## src/rtl/wlan_il_pkg.sv

```systemverilog
// Shared definitions for the 802.11a interleaver/deinterleaver controllers:
// coded-bits-per-symbol constants, selector decode and controller state encoding.
package wlan_il_pkg;

    localparam int ADDR_W = 9;

    localparam int NCBPS_48  = 48;
    localparam int NCBPS_96  = 96;
    localparam int NCBPS_192 = 192;
    localparam int NCBPS_288 = 288;

    typedef enum logic [1:0] {
        ST_IDLE   = 2'd0,
        ST_FILL   = 2'd1,
        ST_STREAM = 2'd2,
        ST_DRAIN  = 2'd3
    } il_state_t;

    function automatic logic [ADDR_W-1:0] ncbps_of(input logic [1:0] sel);
        logic [ADDR_W-1:0] n;
        n = ADDR_W'(NCBPS_48);
        case (sel)
            2'd0: n = ADDR_W'(NCBPS_48);
            2'd1: n = ADDR_W'(NCBPS_96);
            2'd2: n = ADDR_W'(NCBPS_192);
            2'd3: n = ADDR_W'(NCBPS_288);
            default: n = ADDR_W'(NCBPS_48);
        endcase
        return n;
    endfunction

endpackage

```

## src/rtl/deinterleaver_ctrl_if.sv

```systemverilog
// Configuration, input handshake and symbol-RAM steering bundle of the deinterleaver controller.
interface deinterleaver_ctrl_if #(
    parameter int NSYM_W = 12,
    parameter int ADDR_W = 9
);
    logic              cfg_valid;
    logic [1:0]        cfg_ncbps_sel;
    logic [NSYM_W-1:0] cfg_nsym;
    logic              in_valid;
    logic              in_ready;
    logic              wr_en;
    logic              wr_bank;
    logic [ADDR_W-1:0] wr_addr;
    logic              rd_en;
    logic              rd_bank;
    logic [ADDR_W-1:0] rd_idx;
    logic [1:0]        ncbps_sel;
    logic              out_valid;
    logic              sym_done;
    logic              frame_done;
    logic              busy;

    // RX control / demapper side
    modport master (
        output cfg_valid, cfg_ncbps_sel, cfg_nsym, in_valid,
        input  in_ready, wr_en, wr_bank, wr_addr, rd_en, rd_bank, rd_idx,
               ncbps_sel, out_valid, sym_done, frame_done, busy
    );

    // Controller side
    modport slave (
        input  cfg_valid, cfg_ncbps_sel, cfg_nsym, in_valid,
        output in_ready, wr_en, wr_bank, wr_addr, rd_en, rd_bank, rd_idx,
               ncbps_sel, out_valid, sym_done, frame_done, busy
    );
endinterface

```

## src/rtl/il_sym_counter.sv

```systemverilog
// Index counter that wraps at a runtime limit; done flags the increment that wraps.
module il_sym_counter #(
    parameter int W = 9
) (
    input  logic         clk,
    input  logic         reset,
    input  logic         clr,
    input  logic         en,
    input  logic [W-1:0] limit,
    output logic [W-1:0] cnt,
    output logic         done
);
    logic [W-1:0] cnt_q, cnt_d;

    always_comb begin
        cnt_d = cnt_q;
        if (clr) begin
            cnt_d = '0;
        end else if (en) begin
            cnt_d = (cnt_q == limit) ? '0 : cnt_q + W'(1);
        end
    end

    always_ff @(posedge clk or negedge reset) begin
        if (!reset) begin
            cnt_q <= '0;
        end else begin
            cnt_q <= cnt_d;
        end
    end

    assign cnt  = cnt_q;
    assign done = en && (cnt_q == limit);

endmodule

```

## src/rtl/deinterleaver_ctrl.sv

```systemverilog
// Ping-pong sequencing controller for the 802.11a deinterleaver: one bank fills
// in interleaved order while the other drains, with frame progress reporting.
module deinterleaver_ctrl #(
    parameter int NSYM_W = 12,
    parameter int ADDR_W = 9
) (
    input  logic                clk,
    input  logic                reset,
    deinterleaver_ctrl_if.slave bus
);
    import wlan_il_pkg::*;

    il_state_t         state_q, state_d;
    logic [1:0]        sel_q, sel_d;
    logic [NSYM_W-1:0] nsym_q, nsym_d;
    logic [NSYM_W-1:0] wr_sym_q, wr_sym_d;
    logic [NSYM_W-1:0] rd_sym_q, rd_sym_d;
    logic              wr_bank_q, wr_bank_d;
    logic              rd_bank_q, rd_bank_d;
    logic [1:0]        full_q, full_d;
    logic              out_valid_q, out_valid_d;

    logic              in_ready;
    logic              wr_en;
    logic              rd_en;
    logic              wr_done;
    logic              rd_done;
    logic              last_wr;
    logic              last_rd;
    logic              cnt_clr;
    logic [ADDR_W-1:0] limit;
    logic [ADDR_W-1:0] wr_addr;
    logic [ADDR_W-1:0] rd_idx;
    logic [NSYM_W-1:0] cfg_nsym_eff;

    assign limit        = ADDR_W'(ncbps_of(sel_q)) - ADDR_W'(1);
    assign cfg_nsym_eff = (bus.cfg_nsym == '0) ? NSYM_W'(1) : bus.cfg_nsym;

    // A bank is writable only once drained and readable only once filled, so the
    // write and read strobes can never address the same bank in one cycle.
    assign in_ready = ((state_q == ST_FILL) || (state_q == ST_STREAM)) && !full_q[wr_bank_q];
    assign wr_en    = bus.in_valid && in_ready;
    assign rd_en    = ((state_q == ST_STREAM) || (state_q == ST_DRAIN)) && full_q[rd_bank_q];

    assign last_wr  = wr_done && ((wr_sym_q + NSYM_W'(1)) == nsym_q);
    assign last_rd  = rd_done && ((rd_sym_q + NSYM_W'(1)) == nsym_q);

    il_sym_counter #(.W(ADDR_W)) u_wr_cnt (
        .clk   (clk),
        .reset (reset),
        .clr   (cnt_clr),
        .en    (wr_en),
        .limit (limit),
        .cnt   (wr_addr),
        .done  (wr_done)
    );

    il_sym_counter #(.W(ADDR_W)) u_rd_cnt (
        .clk   (clk),
        .reset (reset),
        .clr   (cnt_clr),
        .en    (rd_en),
        .limit (limit),
        .cnt   (rd_idx),
        .done  (rd_done)
    );

    always_comb begin
        state_d   = state_q;
        sel_d     = sel_q;
        nsym_d    = nsym_q;
        wr_sym_d  = wr_sym_q;
        rd_sym_d  = rd_sym_q;
        wr_bank_d = wr_bank_q;
        rd_bank_d = rd_bank_q;
        full_d    = full_q;
        cnt_clr   = 1'b0;

        // Write and read pointers advance independently; a read bank that is not
        // yet full simply stalls rd_en until the writer completes it.
        if (wr_done) begin
            full_d[wr_bank_q] = 1'b1;
            wr_bank_d         = ~wr_bank_q;
            wr_sym_d          = wr_sym_q + NSYM_W'(1);
        end
        if (rd_done) begin
            full_d[rd_bank_q] = 1'b0;
            rd_bank_d         = ~rd_bank_q;
            rd_sym_d          = rd_sym_q + NSYM_W'(1);
        end

        case (state_q)
            ST_IDLE: begin
                if (bus.cfg_valid) begin
                    sel_d     = bus.cfg_ncbps_sel;
                    nsym_d    = cfg_nsym_eff;
                    wr_sym_d  = '0;
                    rd_sym_d  = '0;
                    wr_bank_d = 1'b0;
                    rd_bank_d = 1'b0;
                    full_d    = 2'b00;
                    cnt_clr   = 1'b1;
                    state_d   = ST_FILL;
                end
            end
            ST_FILL: begin
                if (wr_done) begin
                    state_d = last_wr ? ST_DRAIN : ST_STREAM;
                end
            end
            ST_STREAM: begin
                if (last_wr) begin
                    state_d = ST_DRAIN;
                end
            end
            ST_DRAIN: begin
                if (last_rd) begin
                    state_d = ST_IDLE;
                end
            end
            default: state_d = ST_IDLE;
        endcase
    end

    assign out_valid_d = rd_en;

    always_ff @(posedge clk or negedge reset) begin
        if (!reset) begin
            state_q     <= ST_IDLE;
            sel_q       <= '0;
            nsym_q      <= '0;
            wr_sym_q    <= '0;
            rd_sym_q    <= '0;
            wr_bank_q   <= 1'b0;
            rd_bank_q   <= 1'b0;
            full_q      <= 2'b00;
            out_valid_q <= 1'b0;
        end else begin
            state_q     <= state_d;
            sel_q       <= sel_d;
            nsym_q      <= nsym_d;
            wr_sym_q    <= wr_sym_d;
            rd_sym_q    <= rd_sym_d;
            wr_bank_q   <= wr_bank_d;
            rd_bank_q   <= rd_bank_d;
            full_q      <= full_d;
            out_valid_q <= out_valid_d;
        end
    end

    assign bus.in_ready   = in_ready;
    assign bus.wr_en      = wr_en;
    assign bus.wr_bank    = wr_bank_q;
    assign bus.wr_addr    = wr_addr;
    assign bus.rd_en      = rd_en;
    assign bus.rd_bank    = rd_bank_q;
    assign bus.rd_idx     = rd_idx;
    assign bus.ncbps_sel  = sel_q;
    assign bus.out_valid  = out_valid_q;
    assign bus.sym_done   = rd_done;
    assign bus.frame_done = last_rd;
    assign bus.busy       = (state_q != ST_IDLE);

endmodule

```

## src/flat_wrapper.sv

```systemverilog
// flat-port wrapper written by rule: the top's interface ports become plain ports
module deinterleaver_ctrl_flat import wlan_il_pkg::*;
#(
    parameter int NSYM_W = 12,
    parameter int ADDR_W = 9
)
  (clk, reset, bus_cfg_valid, bus_cfg_ncbps_sel, bus_cfg_nsym, bus_in_valid, bus_in_ready, bus_wr_en, bus_wr_bank, bus_wr_addr, bus_rd_en, bus_rd_bank, bus_rd_idx, bus_ncbps_sel, bus_out_valid, bus_sym_done, bus_frame_done, bus_busy);
  deinterleaver_ctrl_if #(.NSYM_W(NSYM_W), .ADDR_W(ADDR_W)) bus_i ();
  input  logic clk;
  input  logic reset;
  input wire logic [$bits(bus_i.cfg_valid)-1:0] bus_cfg_valid;
  input wire logic [$bits(bus_i.cfg_ncbps_sel)-1:0] bus_cfg_ncbps_sel;
  input wire logic [$bits(bus_i.cfg_nsym)-1:0] bus_cfg_nsym;
  input wire logic [$bits(bus_i.in_valid)-1:0] bus_in_valid;
  output wire logic [$bits(bus_i.in_ready)-1:0] bus_in_ready;
  output wire logic [$bits(bus_i.wr_en)-1:0] bus_wr_en;
  output wire logic [$bits(bus_i.wr_bank)-1:0] bus_wr_bank;
  output wire logic [$bits(bus_i.wr_addr)-1:0] bus_wr_addr;
  output wire logic [$bits(bus_i.rd_en)-1:0] bus_rd_en;
  output wire logic [$bits(bus_i.rd_bank)-1:0] bus_rd_bank;
  output wire logic [$bits(bus_i.rd_idx)-1:0] bus_rd_idx;
  output wire logic [$bits(bus_i.ncbps_sel)-1:0] bus_ncbps_sel;
  output wire logic [$bits(bus_i.out_valid)-1:0] bus_out_valid;
  output wire logic [$bits(bus_i.sym_done)-1:0] bus_sym_done;
  output wire logic [$bits(bus_i.frame_done)-1:0] bus_frame_done;
  output wire logic [$bits(bus_i.busy)-1:0] bus_busy;
  assign bus_i.cfg_valid = bus_cfg_valid;
  assign bus_i.cfg_ncbps_sel = bus_cfg_ncbps_sel;
  assign bus_i.cfg_nsym = bus_cfg_nsym;
  assign bus_i.in_valid = bus_in_valid;
  assign bus_in_ready = bus_i.in_ready;
  assign bus_wr_en = bus_i.wr_en;
  assign bus_wr_bank = bus_i.wr_bank;
  assign bus_wr_addr = bus_i.wr_addr;
  assign bus_rd_en = bus_i.rd_en;
  assign bus_rd_bank = bus_i.rd_bank;
  assign bus_rd_idx = bus_i.rd_idx;
  assign bus_ncbps_sel = bus_i.ncbps_sel;
  assign bus_out_valid = bus_i.out_valid;
  assign bus_sym_done = bus_i.sym_done;
  assign bus_frame_done = bus_i.frame_done;
  assign bus_busy = bus_i.busy;
  deinterleaver_ctrl #(.NSYM_W(NSYM_W), .ADDR_W(ADDR_W)) u_core (.clk(clk), .reset(reset), .bus(bus_i));
endmodule
```

## config.mk

```make
export PLATFORM = sky130hd
export DESIGN_NAME = deinterleaver_ctrl_flat
export DESIGN_NICKNAME = d
export VERILOG_FILES = /design/src/rtl/wlan_il_pkg.sv /design/src/rtl/deinterleaver_ctrl_if.sv /design/src/rtl/il_sym_counter.sv /design/src/rtl/deinterleaver_ctrl.sv /design/src/flat_wrapper.sv
export SDC_FILE = /design/constraint.sdc
export NUM_CORES = 1
export LEC_CHECK = 0
export BUFFER_PORTS_ARGS = -buffer_cell sky130_fd_sc_hd__buf_2
export CORE_MARGIN = 4
export CORE_UTILIZATION = 63
export DETAILED_ROUTE_END_ITERATION = 10
export GPL_ROUTABILITY_DRIVEN = 1
export PLACE_DENSITY_LB_ADDON = 0.1
export REMOVE_ABC_BUFFERS = 1
export SLEW_MARGIN = 10
export SYNTH_ARGS = -nofsm -noshare
export SYNTH_HDL_FRONTEND = slang
export SYNTH_SLANG_ARGS = --single-unit
```

## constraint.sdc

```tcl
create_clock -name clk -period 7.9 [get_ports clk]
set_input_delay 1.185 -clock clk [delete_from_list [all_inputs] [get_ports clk]]
set_output_delay 1.185 -clock clk [all_outputs]
set_load 0.005 [all_outputs]
```

==> summary by stage, run 1 <==
Cells and area
The net count of the finished layout is between 500 and 600. Of the cells placed in the final design, the portion with a size suffix greater than 1 is between 10% and 20%. The library cell used most frequently in the layout, excluding fill and tap cells, is sky130_fd_sc_hd__nand2_1.

The layout overhead on the synthesized area is 10.7%. The total inserted antenna cells is 0. Once layout is complete, the utilization of the core stands at ~73%. The layout has between 400 and 500 filler cells. The library cells used most frequently in the layout, excluding fill and tap cells, are 72 x sky130_fd_sc_hd__nand2_1, 63 x sky130_fd_sc_hd__dfrtp_1, 58 x sky130_fd_sc_hd__nor2_1, 46 x sky130_fd_sc_hd__buf_2, 28 x sky130_fd_sc_hd__xnor2_1.

Worst setup path
The setup slack on the worst flop-to-flop path is approximately 4.7 ns. The setup path with the least slack is of type flip-flop to primary output. The worst setup path is captured at a primary output. The standard cell with the maximum stage delay on the critical path is sky130_fd_sc_hd__a21oi_1. The arrival time at the worst endpoint is around 2.9 ns. Measured in cells, the most critical reg-to-reg path has a length of 11. In this run the critical register-to-register path is launched from u_core.state_q[0]$_DFFE_PN0P_. The worst stage delay on the critical path is between 0.4 and 0.5 ns. Walking the worst path, the cells encountered are inv_1, ha_1, o22ai_1, a21oi_1, nand2_1, or2_1, inv_1, nand2_1, nor2_1, buf_2. The capture point of the worst reg-to-reg path is u_core.state_q[1]$_DFFE_PN0P_. STA classifies the critical path startpoint as a flip-flop. The required time of the critical path is 6.71 ns. The top fanout value on the critical path is 12.

Clock network
Counting the buffers created by CTS gives 9. The count of H-tree levels built during CTS is 3. After clock tree synthesis, the clock-pin slew on the worst setup and hold paths is around 0.070 ns.

The number of gates given a new drive strength after cts is 0. Buffers added to address setup during post-CTS repair amount to 0. The number of buffers inserted for hold repair after clock tree synthesis is 0. CTS saw 63 sinks. TritonCTS built the clock tree. The maximum count of clock buffers along a single path is 2. The clock reaches the later pin of the worst-skew pair after around 0.34 ns.

The tree is rooted in a sky130_fd_sc_hd__clkbuf_8.

Routing
The total number of vias is 3523. The final antenna-violating net count is 0. In the final routing, the length of wire on met1 measures around 4000 microns. The routed design has roughly 9000 microns of wire.

The number of DRC markers after the initial detailed-route iteration is 232. The post-detailed-route via-to-cell ratio is between 6 and 7. The uppermost signal routing layer after detailed routing is met4.

The total met3 wirelength after detailed routing is just under 500 microns. For this run, the detailed router's first-pass iteration total came to 6. The average wire length per cell after detail routing is about 15 microns. The count of unresolved DRC violations after routing is 0. The routed design uses approximately 4400 microns of met2 wire.

Synth
The number of distinct library cell variants in the gate-level netlist after synthesis is 67. After synthesis, the share of flip-flops with an asynchronous set or reset is 100%. After technology mapping, the gate count stands at approximately 470. During synthesis, Yosys emitted a total of 0 warnings.

Counting flops with a built-in enable in the synthesized netlist gives 0. The synthesized netlist occupies a cell area of between 0.003 and 0.004 sq mm. The main flop type after synthesis is sky130_fd_sc_hd__dfrtp_1.

The share of the Yosys chip area taken by registers is around two fifths. After synthesis the netlist holds a flip-flop and latch count of 63. The synthesized area divided by synthesized cell count is roughly 8.5 sq um.

Global route
The first global-routing pass estimated about 15000 microns of wire. Global routing used 25.3% of the available tracks. The initial antenna violation count is 0. The pin count of the biggest net entering global routing is 64. The total congestion overflow after global routing is 0. The via count of the first global-routing pass is between 3000 and 4000.

Placement
The congestion estimate from routability-driven global placement came to ~0.90. The number of buffers inserted by port buffering is 46. Detailed placement ended at an HPWL of approximately 6500 microns. At the placement stage, the worst setup path has a slack of approximately 4.2 ns.

STA
Measured against its own limit, the worst slew margin works out to 47.9%. The time the final worst path needs with I/O delays and setup is between 4 and 5 ns. Adding up every negative setup slack in the final design gives 0 ns.

Derived from the worst setup path, the maximum achievable clock frequency is 243 MHz. Across all setup checks in the final design, the least slack found is 3.78 ns. The final hold violation count was 0.

The final setup violation count is 0. Setup repair after global routing left no endpoint under its margin. The slew at the pin closest to its max-slew limit is about 0.78 ns. The final max-slew violation count is 0. The share of the cycle needed by the critical path after routing is a little over half. The clock arrives with 0.00609 ns of skew.

Die
The die width is 87.3 microns. The core region is about 0.0060 sq mm. The number of top-level design ports is 47. The height of the die is slightly below 90 microns.

The initial utilization of the core area, before any placement, comes to between 60% and 70%. The standard-cell row count is 28. The die area is between 0.007 and 0.008 sq mm.

Worst hold path
The depth of the worst hold-timing path is 1. The path with the worst hold slack has its endpoint at u_core.u_rd_cnt.cnt[1]$_DFFE_PN0P_. The classification of the worst-slack hold path is flip-flop to flip-flop.

In this run the most critical hold path is launched from u_core.u_rd_cnt.cnt[1]$_DFFE_PN0P_.

Job
Max-cap violations in this run came to 0.

Pwr
In this run the power density over the cells is about 270 mW/mm^2. The static power due to leakage is roughly 2.0 nW. Total power for the finished layout comes to between 0.001 and 0.0015 W. The worst voltage drop across the vdd grid is 0.000140 V.

Outcome
The flow ran to the end, and the final reports show no timing, DRC or antenna violations.
[metrics by stage]
stage / area, sq um / instances / hold WS (ns)
3_3_place_gp: 4230 / 569 / 0.527
4_1_cts: 4390 / 584 / 0.550
2_1_floorplan: 3880 / 446 / 0.505
6_report: 4390 / 584 / 0.545
5_1_grt: 4390 / 584 / 0.581
3_5_place_dp: 4230 / 569 / 0.534
[routing by layer]
metal / up-vias / global-route usage (%)
met5: - / 0
met4: 0 / 9.90
met3: 14 / 3.88
met2: 90 / 40.4
met1: 1707 / 34.6
li1: 1712 / -
[worst max-delay path: cells and delay by family, from the launching register on]
| kind | cells | cell delay (ns) |
|---|---|---|
| fa+ha+maj | 1 | 0.22 |
| simple gates | 4 | 0.77 |
| compound gates | 2 | 0.57 |
| buf+inv | 3 | 0.61 |
| flops | 1 | 0.43 |
[power breakdown]
part	internal, W	total (W)	leakage [nW]	switching, W
combinational	0.000183	0.000428	1.05	0.000244
sequential	0.000388	0.000496	0.851	0.000109
clock	0.000119	0.000243	0.0850	0.000123
[registers in the layout, summed over array words and instances (netlist names)]
register	cells
u_core.rd_sym_q	12
u_core.wr_sym_q	12
u_core.state_q	2
u_core.bus.ncbps_sel	2
u_core.u_wr_cnt.cnt	9
u_core.bus.out_valid	1
u_core.bus.wr_bank	1
u_core.u_rd_cnt.cnt	9
u_core.full_q	2
u_core.bus.rd_bank	1
u_core.nsym_q	12
[how the worst max path moves through the flow]
stage	start	end	depth (start not counted)
floorplan	bus_cfg_valid	u_core.u_rd_cnt.cnt[1]$_DFFE_PN0P_	4
global placement	u_core.state_q[0]$_DFFE_PN0P_	bus_frame_done	10
detailed placement	u_core.state_q[0]$_DFFE_PN0P_	bus_frame_done	10
CTS	u_core.state_q[0]$_DFFE_PN0P_	bus_frame_done	10
global route	u_core.state_q[0]$_DFFE_PN0P_	bus_frame_done	10
finish	u_core.state_q[0]$_DFFE_PN0P_	bus_frame_done	10
[cell families (layout without fill, tap and decap cells)]
logic type	Yosys count	after routing	synth area share, %
buffers and inverters	35	79	3.69
AND/OR/NAND/NOR	220	220	27.2
flip-flops	63	63	39.7
multiplexers	3	3	0.757
adder cells (fa/ha/maj)	9	9	2.84
AO/OA/AOI/OAI	85	85	14.5
XOR/XNOR	50	50	11.2
[synthesized netlist by cell type, types with 2 or more instances]
| master | instances | area, sq um |
|---|---|---|
| sky130_fd_sc_hd__ha_1 | 9 | 113 |
| sky130_fd_sc_hd__clkbuf_1 | 12 | 45.0 |
| sky130_fd_sc_hd__o31ai_1 | 5 | 37.5 |
| sky130_fd_sc_hd__a211o_1 | 2 | 17.5 |
| sky130_fd_sc_hd__nand3b_1 | 4 | 30.0 |
| sky130_fd_sc_hd__xor2_1 | 21 | 184 |
| sky130_fd_sc_hd__and3_1 | 8 | 50.1 |
| sky130_fd_sc_hd__a31oi_1 | 2 | 12.5 |
| sky130_fd_sc_hd__or3b_2 | 2 | 17.5 |
| sky130_fd_sc_hd__o21ai_0 | 20 | 100 |
| sky130_fd_sc_hd__nand3_1 | 16 | 80.1 |
| sky130_fd_sc_hd__o2111ai_1 | 2 | 17.5 |
| sky130_fd_sc_hd__nor3_1 | 9 | 45.0 |
| sky130_fd_sc_hd__a211oi_1 | 2 | 15.0 |
| sky130_fd_sc_hd__nor2b_1 | 6 | 37.5 |
| sky130_fd_sc_hd__nand2_1 | 72 | 270 |
| sky130_fd_sc_hd__nor2_1 | 59 | 221 |
| sky130_fd_sc_hd__nand4_1 | 6 | 37.5 |
| sky130_fd_sc_hd__buf_2 | 6 | 30.0 |
| sky130_fd_sc_hd__nor3b_1 | 5 | 37.5 |
| sky130_fd_sc_hd__inv_1 | 15 | 56.3 |
| sky130_fd_sc_hd__a311oi_1 | 3 | 26.3 |
| sky130_fd_sc_hd__xnor2_1 | 28 | 245 |
| sky130_fd_sc_hd__o21a_1 | 2 | 15.0 |
| sky130_fd_sc_hd__dfrtp_1 | 63 | 1580 |
| sky130_fd_sc_hd__o221a_2 | 2 | 22.5 |
| sky130_fd_sc_hd__a21oi_1 | 25 | 125 |
| sky130_fd_sc_hd__a41o_1 | 2 | 20.0 |
| sky130_fd_sc_hd__nand2b_1 | 4 | 25.0 |
| sky130_fd_sc_hd__mux2i_1 | 3 | 30.0 |
| sky130_fd_sc_hd__nor4b_1 | 2 | 17.5 |
| sky130_fd_sc_hd__or3_1 | 6 | 37.5 |
| sky130_fd_sc_hd__nor4_1 | 7 | 43.8 |
| sky130_fd_sc_hd__and2_1 | 2 | 12.5 |
[area by class of cell]
type,instances,area [sq um],area share [%]
well taps,75,93.8,2.14
clock buffers,11,141,3.22
repair buffers,48,245,5.59
clock inverters,4,22.5,0.513
inverters,16,60.1,1.37
multi-input cells,367,2250,51.3
flip-flops and latches,63,1580,35.9
Note: power is estimated with default switching activity, not from simulation.
==> run 2, diff against run 1 <==
--- a/config.mk
+++ b/config.mk
@@ -7,7 +7,7 @@
 export LEC_CHECK = 0
 export BUFFER_PORTS_ARGS = -buffer_cell sky130_fd_sc_hd__buf_2
 export CORE_MARGIN = 4
-export CORE_UTILIZATION = 63
+export CORE_UTILIZATION = 53
 export DETAILED_ROUTE_END_ITERATION = 10
 export GPL_ROUTABILITY_DRIVEN = 1
 export PLACE_DENSITY_LB_ADDON = 0.1
==> constraint.sdc (replaced) <==
create_clock -name clk -period 3.43 [get_ports clk]
set_input_delay 0.5145 -clock clk [delete_from_list [all_inputs] [get_ports clk]]
set_output_delay 0.5145 -clock clk [all_outputs]
set_load 0.005 [all_outputs]
==> run 2 against run 1 <==
Core utilization decreased by 11 points. Largest cell class unchanged. Via count is 1.6% lower. Clock skew increased by 0.0056 ns. First-iteration DRC count down 21%. Register-to-register slack got worse by 4.2 ns. Worst hold slack worse by 0.48 ns. Sequential power rose by 130%. Critical path depth is 3 lower. Largest power group unchanged.
==> summary by stage, run 2 (synthesis results as in run 1) <==
Worst setup path
The worst stage delay on the critical path is 0.51 ns (+0.03 ns). The standard cell with the maximum stage delay on the critical path is sky130_fd_sc_hd__dfrtp_1. The endpoint identified for the worst register-to-register timing path is u_core.state_q[1]$_DFFE_PN0P_.

STA classifies the critical path endpoint as a primary output. The critical path in this run is classified as flip-flop to primary output. The signal on the critical path passes through nand4_1, nor3_2, mux2i_1, o31ai_1, a211o_1, nor2_1, buf_2. The path depth of the worst reg2reg path is 9 (-2). The arrival time at the worst endpoint came to 2.46 ns (-0.47 ns).

The category of the worst setup path launch point is a flip-flop. The top fanout value on the critical path is 10 (-2). The setup slack on the worst flop-to-flop path is 0.48 ns (-4.19 ns).

The reg-to-reg critical path startpoint is u_core.wr_sym_q[0]$_DFF_PN0_. The required time of the critical path is 2.92 ns (-3.79 ns).

Clock network
The count of H-tree levels built during CTS is 3 (unchanged). The buffer type at the clock tree root is sky130_fd_sc_hd__clkbuf_8. The total clock sinks is 63 (unchanged).

The maximum count of clock buffers along a single path is 2 (unchanged). The total clock buffers created by CTS was 9 (unchanged). The clock tree from TritonCTS is built. The clock-pin slew reported for the worst setup and hold paths after clock tree synthesis is 0.07 ns (about the same).

The number of buffers inserted for hold repair after clock tree synthesis came to 0 (unchanged). The number of buffers added for setup after CTS is 0 (unchanged). The number of gates given a new drive strength after cts is 0 (unchanged). The worst-skew pair later-pin latency came to 0.34 ns (about the same).

STA
The final setup violation count is 0 (unchanged). The worst setup slack after layout is 0.455 ns (-3.33 ns). The final setup skew is 0.0116 ns (+0.00556 ns). In the finished design, the share of the clock period the worst path needs comes to between 80% and 90%. The sum of negative setup slack is 0 ns (unchanged). The final hold violation count came to 0 (unchanged). The time the final worst path needs with I/O delays and setup is between 2 and 3 ns. The worst relative slew slack is 52.7% (+4.8 points). Derived from the worst setup path, the maximum achievable clock frequency is 336 MHz. Setup repair after global routing left no endpoint under its margin. The final max-slew violation count is 0 (unchanged).

The slew at the pin closest to its max-slew limit was 0.707 ns (-0.0742 ns).

Global route
The global router's overall resource usage is 22.5% (-2.8 points). The global-route wire length before repair is 16000 microns (+4.6%). The initial antenna violation count is 0 (unchanged). The pin count of the biggest net entering global routing is 29 (-55%). The total congestion overflow after global routing is 0 (unchanged).

The via count of the first global-routing pass is 3422 (+3.3%).

Routing
The number of DRC markers after the initial detailed-route iteration came to 183 (-21%). The first-pass iteration count of the detailed router came to 4 (-2). The total length of routed wires is 9340 microns (+3.9%). The average wire length per cell after detail routing is 15.3 microns (-0.84%).

The post-detailed-route via-to-cell ratio is 5.67 (-6.1%). The final antenna-violating net count is 0 (unchanged). The count of unresolved DRC violations after routing is 0 (unchanged).

The total number of vias was 3468 (-1.6%).

Die
The area of the core was 0.00725 sq mm (+20%). The die width is 94.5 microns (+8.2%). The number of top-level design ports is 47 (unchanged). The height of the die is 94.5 microns (+8.2%). The starting utilization of the core area is 54.7% (-11 points). The standard-cell row count is 31 (+11%). The die area is 0.00893 sq mm (+17%).

Placement
The detailed-placement wirelength estimate is 6800 microns (+5.3%). The number of buffers inserted by port buffering is 46 (unchanged). The worst slack at placement is 0.554 ns (-3.64 ns). The number of instances in the placed design is 597 (+4.9%). The final weighted congestion in routability-driven placement was 0.909 (+0.65%). The placed standard-cell area was 0.00429 sq mm (+1.4%).

Cells and area
The final design instance area without fill was 0.00447 sq mm (+1.8%). The total inserted antenna cells was 0 (unchanged). Leaving out fill and tap cells, the most frequent cell in the layout is sky130_fd_sc_hd__nand2_1. The fill cell instance count of the final layout came to 678 (+39%). The fraction of layout cells with a size suffix above 1 is 15.8% (+0.86 points). The filler-free cell count of the finished design is 612 (+4.8%). The end-of-flow core utilization is 61.6% (-11 points). The count of nets after finishing is 536 (+0.75%). The layout overhead on the synthesized area is 12.7%. The largest registers in the layout are u_core.nsym_q x12, u_core.rd_sym_q x12, u_core.wr_sym_q x12. In the layout the commonest cells are 72 x sky130_fd_sc_hd__nand2_1, 63 x sky130_fd_sc_hd__dfrtp_1, 58 x sky130_fd_sc_hd__nor2_1, 46 x sky130_fd_sc_hd__buf_2, 28 x sky130_fd_sc_hd__xnor2_1.

Outcome
The flow ran to the end, and the final reports show no timing, DRC or antenna violations.

Pwr
The static power due to leakage is 2.01 nW (+1.5%). The ratio of total power to cell area came to 616 mW/mm^2 (+130%). The worst voltage drop across the vdd grid was 0.000253 V (+81%).

Job
The number of max-cap violations is 0 (unchanged).

Worst hold path
In this run the worst hold path is classified as primary input to async pin.
-- run 2: cell types whose count changed in the layout (fill, tap and decap cells not counted), sizes merged --
cell	change
clkinv	-1
clkbuf	+1
buf	+4
-- run 2: worst max-delay path by stage --
stage	cells past startpoint	slack, ns	startpoint	end
after floorplan	6	0.25	u_core.state_q[0]$_DFFE_PN0P_	u_core.u_rd_cnt.cnt[1]$_DFFE_PN0P_
after global placement	9	0.66	u_core.wr_sym_q[0]$_DFF_PN0_	u_core.state_q[1]$_DFFE_PN0P_
after detailed placement	9	0.55	u_core.wr_sym_q[0]$_DFF_PN0_	u_core.state_q[1]$_DFFE_PN0P_
after CTS	7	0.43	u_core.rd_sym_q[2]$_DFF_PN0_	bus_frame_done
after global routing	9	0.21	u_core.wr_sym_q[0]$_DFF_PN0_	u_core.state_q[1]$_DFFE_PN0P_
final	7	0.45	u_core.rd_sym_q[2]$_DFF_PN0_	bus_frame_done
-- run 2: through the flow --
step / power, W / hold WS (ns)
floorplan: 0.00179 / 0.219
global placement: 0.00213 / 0.445
detailed placement: 0.00216 / 0.445
CTS: 0.00277 / 0.0744
global route: 0.00297 / 0.0784
finish: 0.00276 / 0.0683
-- run 2: final cells by class --
| cell class | instances | area, sq um | area share [%] |
|---|---|---|---|
| tap | 99 | 124 | 2.77 |
| timing repair buffer | 52 | 275 | 6.16 |
| inverter | 16 | 60.1 | 1.34 |
| clock inverter | 3 | 17.5 | 0.392 |
| multi-input combinational | 367 | 2250 | 50.4 |
| sequential | 63 | 1580 | 35.3 |
| clock buffer | 12 | 165 | 3.70 |
-- run 2: power by group --
| group | internal [W] | switching, W |
|---|---|---|
| registers | 0.000893 | 0.000263 |
| clock network | 0.000315 | 0.000291 |
| logic | 0.000431 | 0.000562 |
-- run 2: metal layers --
layer | track usage (%) | wire, microns | vias to the layer above
met4 | 6.73 | 94 | 0
met3 | 4.78 | 331 | 9
met2 | 36.7 | 4420 | 65
li1 | - | - | 1720
met5 | 0 | 0 | -
met1 | 30.1 | 4490 | 1674
-- run 2: worst max-delay path, delay by kind of cell (launching register included) --
family,cells,cell delay (ns)
AND/OR/NAND/NOR,3,0.84
AO/OA/AOI/OAI,2,0.39
flip-flops,1,0.51
multiplexers,1,0.25
buffers and inverters,1,0.13
==> run 3, diff against run 2 <==
--- a/config.mk
+++ b/config.mk
@@ -6,11 +6,12 @@
 export NUM_CORES = 1
 export LEC_CHECK = 0
 export BUFFER_PORTS_ARGS = -buffer_cell sky130_fd_sc_hd__buf_2
-export CORE_MARGIN = 4
+export CORE_MARGIN = 3
 export CORE_UTILIZATION = 53
 export DETAILED_ROUTE_END_ITERATION = 10
 export GPL_ROUTABILITY_DRIVEN = 1
 export PLACE_DENSITY_LB_ADDON = 0.1
+export RECOVER_POWER = 100
 export REMOVE_ABC_BUFFERS = 1
 export SLEW_MARGIN = 10
 export SYNTH_ARGS = -nofsm -noshare
==> run 3 against run 2 <==
Total power up 0.51%. Worst setup slack worse by 0.086 ns. Largest cell class unchanged. Clock power up 4.1%. The flow now finishes with violations (capacitance limit, slew limit). Cell area down 0.56%.
==> summary by stage, run 3 (synthesis results as in run 1) <==
Cells and area
The count of nets after finishing is 536 (unchanged). The end-of-flow core utilization came to 63.3% (+1.7 points). The library cells used most frequently in the layout, excluding fill and tap cells, are 72 x sky130_fd_sc_hd__nand2_1, 63 x sky130_fd_sc_hd__dfrtp_1, 59 x sky130_fd_sc_hd__nor2_1, 37 x sky130_fd_sc_hd__buf_2, 28 x sky130_fd_sc_hd__xnor2_1. The fraction of layout cells with a size suffix above 1 is 12.8% (-2.9 points). The library cell used most frequently in the layout, excluding fill and tap cells, is sky130_fd_sc_hd__nand2_1.

The area taken by multi-input logic gates is 0.00224 sq mm (-0.33%). Relative to the synthesized area, the layout overhead comes to 12.1%. The total inserted antenna cells is 0 (unchanged).

In the final layout, the registers with the most flip-flops are u_core.nsym_q x12, u_core.rd_sym_q x12, u_core.wr_sym_q x12. The register cell area after layout is 0.00158 sq mm (unchanged). The fill cell instance count of the final layout was 632 (-6.8%).

Die
The starting utilization of the core area is 56.5% (+1.8 points). The standard-cell row count is 30 (-3.2%). The number of top-level design ports was 47 (unchanged).

The height of the die was 92.5 microns (-2.1%). The area of the core is 0.00702 sq mm (-3.2%). The die width is 92.5 microns (-2.1%).

The die area is 0.00856 sq mm (-4.2%).

STA
The final setup skew is 0.00803 ns (-0.00362 ns). The post-route worst hold slack is 0.370 ns (+0.301 ns). The slew at the pin closest to its max-slew limit is 2.34 ns (+1.64 ns). The worst relative slew slack is -56.3% (-110 points). The final hold violation count is 0 (unchanged). The time the final worst path needs with I/O delays and setup was 3.06 ns (+0.0862 ns). Setup repair after global routing left no endpoint under its margin. The final setup violation count is 0 (unchanged).

The final max-slew violation count is 73 (+73). The share of the cycle needed by the critical path after routing is 89.3% (+2.5 points). The achievable frequency is 327 MHz (-2.8%). The sum of negative setup slack was 0 ns (unchanged).

Clock network
The buffer type at the clock tree root is sky130_fd_sc_hd__clkbuf_8. The clock tree from TritonCTS is built. The count of H-tree levels built during CTS is 3 (unchanged). The number of gates given a new drive strength after cts is 0 (unchanged). The clock-pin slew reported for the worst setup and hold paths after clock tree synthesis came to 0.07 ns (about the same).

The number of buffers added for setup after CTS came to 0 (unchanged). The number of buffers inserted for hold repair after clock tree synthesis is 0 (unchanged). The maximum count of clock buffers along a single path came to 2 (unchanged). The total clock sinks is 63 (unchanged).

The total clock buffers created by CTS is 9 (unchanged). The worst-skew pair later-pin latency is 0.34 ns (about the same).

Worst hold path
The endpoint of the worst hold-timing path is u_core.bus.ncbps_sel[1]$_DFFE_PN0P_. The classification of the worst-slack hold path is primary input to flip-flop. The worst hold path begins at bus_cfg_ncbps_sel[1].

The depth of the worst hold-timing path is 3.

Routing
The count of unresolved DRC violations after routing is 0 (unchanged). The total length of routed wires is 9180 microns (-1.7%). The total number of vias is 3483 (+0.43%).

The first-pass iteration count of the detailed router is 5 (+1). The post-detailed-route via-to-cell ratio came to 5.71 (+0.76%). The average wire length per cell after detail routing was 15.0 microns (-1.3%). The final antenna-violating net count was 0 (unchanged).

The number of DRC markers after the initial detailed-route iteration is 215 (+17%).

Worst setup path
The worst register-to-register path begins at u_core.wr_sym_q[0]$_DFF_PN0_. The top fanout value on the critical path came to 11 (+1). The critical path endpoint category is a primary output.

The required time of the critical path is 2.92 ns (about the same). The type of the worst setup path is flip-flop to primary output. The setup slack on the worst flop-to-flop path was 0.41 ns (-0.07 ns). The capture point of the worst reg-to-reg path is u_core.state_q[1]$_DFFE_PN0P_. The path depth of the worst reg2reg path is 9 (unchanged).

The worst setup path is launched from a flip-flop. The arrival time at the worst endpoint is 2.55 ns (+0.09 ns).

Global route
The initial antenna violation count is 0 (unchanged). The global router's overall resource usage is 23.1% (+0.56 points). The via count of the first global-routing pass came to 3338 (-2.5%). The global-route wire length before repair was 15900 microns (-0.43%). The pin count of the biggest net entering global routing is 44 (+52%). The total congestion overflow after global routing is 0 (unchanged).

Outcome
The final reports fail on capacitance limit, slew limit. The flow ran to the end, but the final reports show violations.

Placement
The detailed-placement wirelength estimate came to 6690 microns (-1.6%). The number of buffers inserted by port buffering is 46 (unchanged). The final weighted congestion in routability-driven placement is 0.874 (-3.8%).

Job
The number of max-cap violations is 2 (+2).

Pwr
The ratio of total power to cell area is 623 mW/mm^2 (+1.1%). The overall power of the completed layout was 0.00277 W (+0.51%). The worst voltage drop across the vdd grid was 0.000298 V (+18%). The static power due to leakage is 1.96 nW (-2.5%).
-- run 3: changes by cell type in the layout (fill, tap and decap cells not counted), sizes merged --
cell	previous run	this run
clkinv	3	2
buf	52	40
bufinv	0	1
clkbuf	12	25
-- run 3: final cells by class --
type	count	share of cell area, %
inverters	16	1.35
clock buffers	13	3.35
repair buffers	52	5.69
multi-input cells	367	50.5
clock inverters	3	0.957
flip-flops and latches	63	35.5
well taps	96	2.70
-- run 3: worst max-delay path, cell delays in order (launching register included) --
cell                       delay, ns
sky130_fd_sc_hd__dfrtp_1        0.43
sky130_fd_sc_hd__inv_1          0.14
sky130_fd_sc_hd__ha_1           0.21
sky130_fd_sc_hd__o22ai_1        0.09
sky130_fd_sc_hd__a21oi_1        0.13
sky130_fd_sc_hd__clkbuf_1       0.32
sky130_fd_sc_hd__nand2_1        0.14
sky130_fd_sc_hd__or2_1          0.32
sky130_fd_sc_hd__inv_1          0.10
sky130_fd_sc_hd__buf_4          0.19
sky130_fd_sc_hd__buf_2          0.14
-- run 3: how the worst max path moves through the flow --
stage / startpoint / end / depth (start not counted)
6_report: u_core.state_q[0]$_DFFE_PN0P_ / bus_sym_done / 10
5_1_grt: u_core.state_q[0]$_DFFE_PN0P_ / bus_frame_done / 11
4_1_cts: u_core.wr_sym_q[0]$_DFF_PN0_ / u_core.state_q[1]$_DFFE_PN0P_ / 9
3_5_place_dp: u_core.wr_sym_q[0]$_DFF_PN0_ / u_core.state_q[1]$_DFFE_PN0P_ / 9
3_3_place_gp: u_core.wr_sym_q[0]$_DFF_PN0_ / u_core.state_q[1]$_DFFE_PN0P_ / 9
2_1_floorplan: u_core.state_q[0]$_DFFE_PN0P_ / u_core.u_rd_cnt.cnt[1]$_DFFE_PN0P_ / 6
-- run 3: stage by stage --
stage | instance area (sq um) | instances | setup WS (ns)
2_1_floorplan | 3880 | 446 | 0.247
3_5_place_dp | 4280 | 594 | 0.488
6_report | 4440 | 610 | 0.369
4_1_cts | 4470 | 610 | 0.470
3_3_place_gp | 4280 | 594 | 0.662
5_1_grt | 4440 | 610 | 0.136
-- run 3: report_power, final --
| group | leakage, nW | switching [W] | internal (W) | total, W |
|---|---|---|---|---|
| clock network | 0.0936 | 0.000276 | 0.000355 | 0.000631 |
| logic | 1.02 | 0.000562 | 0.000421 | 0.000983 |
| registers | 0.851 | 0.000262 | 0.000893 | 0.00116 |
-- run 3: routing by layer --
metal  GRT usage (%)  routed length [microns]  vias up
met5               0                        0        -
met4            6.68                       98        0
met3            4.39                      354        9
met2            36.6                     4330       81
met1            32.1                     4400     1679
li1                -                        -     1714
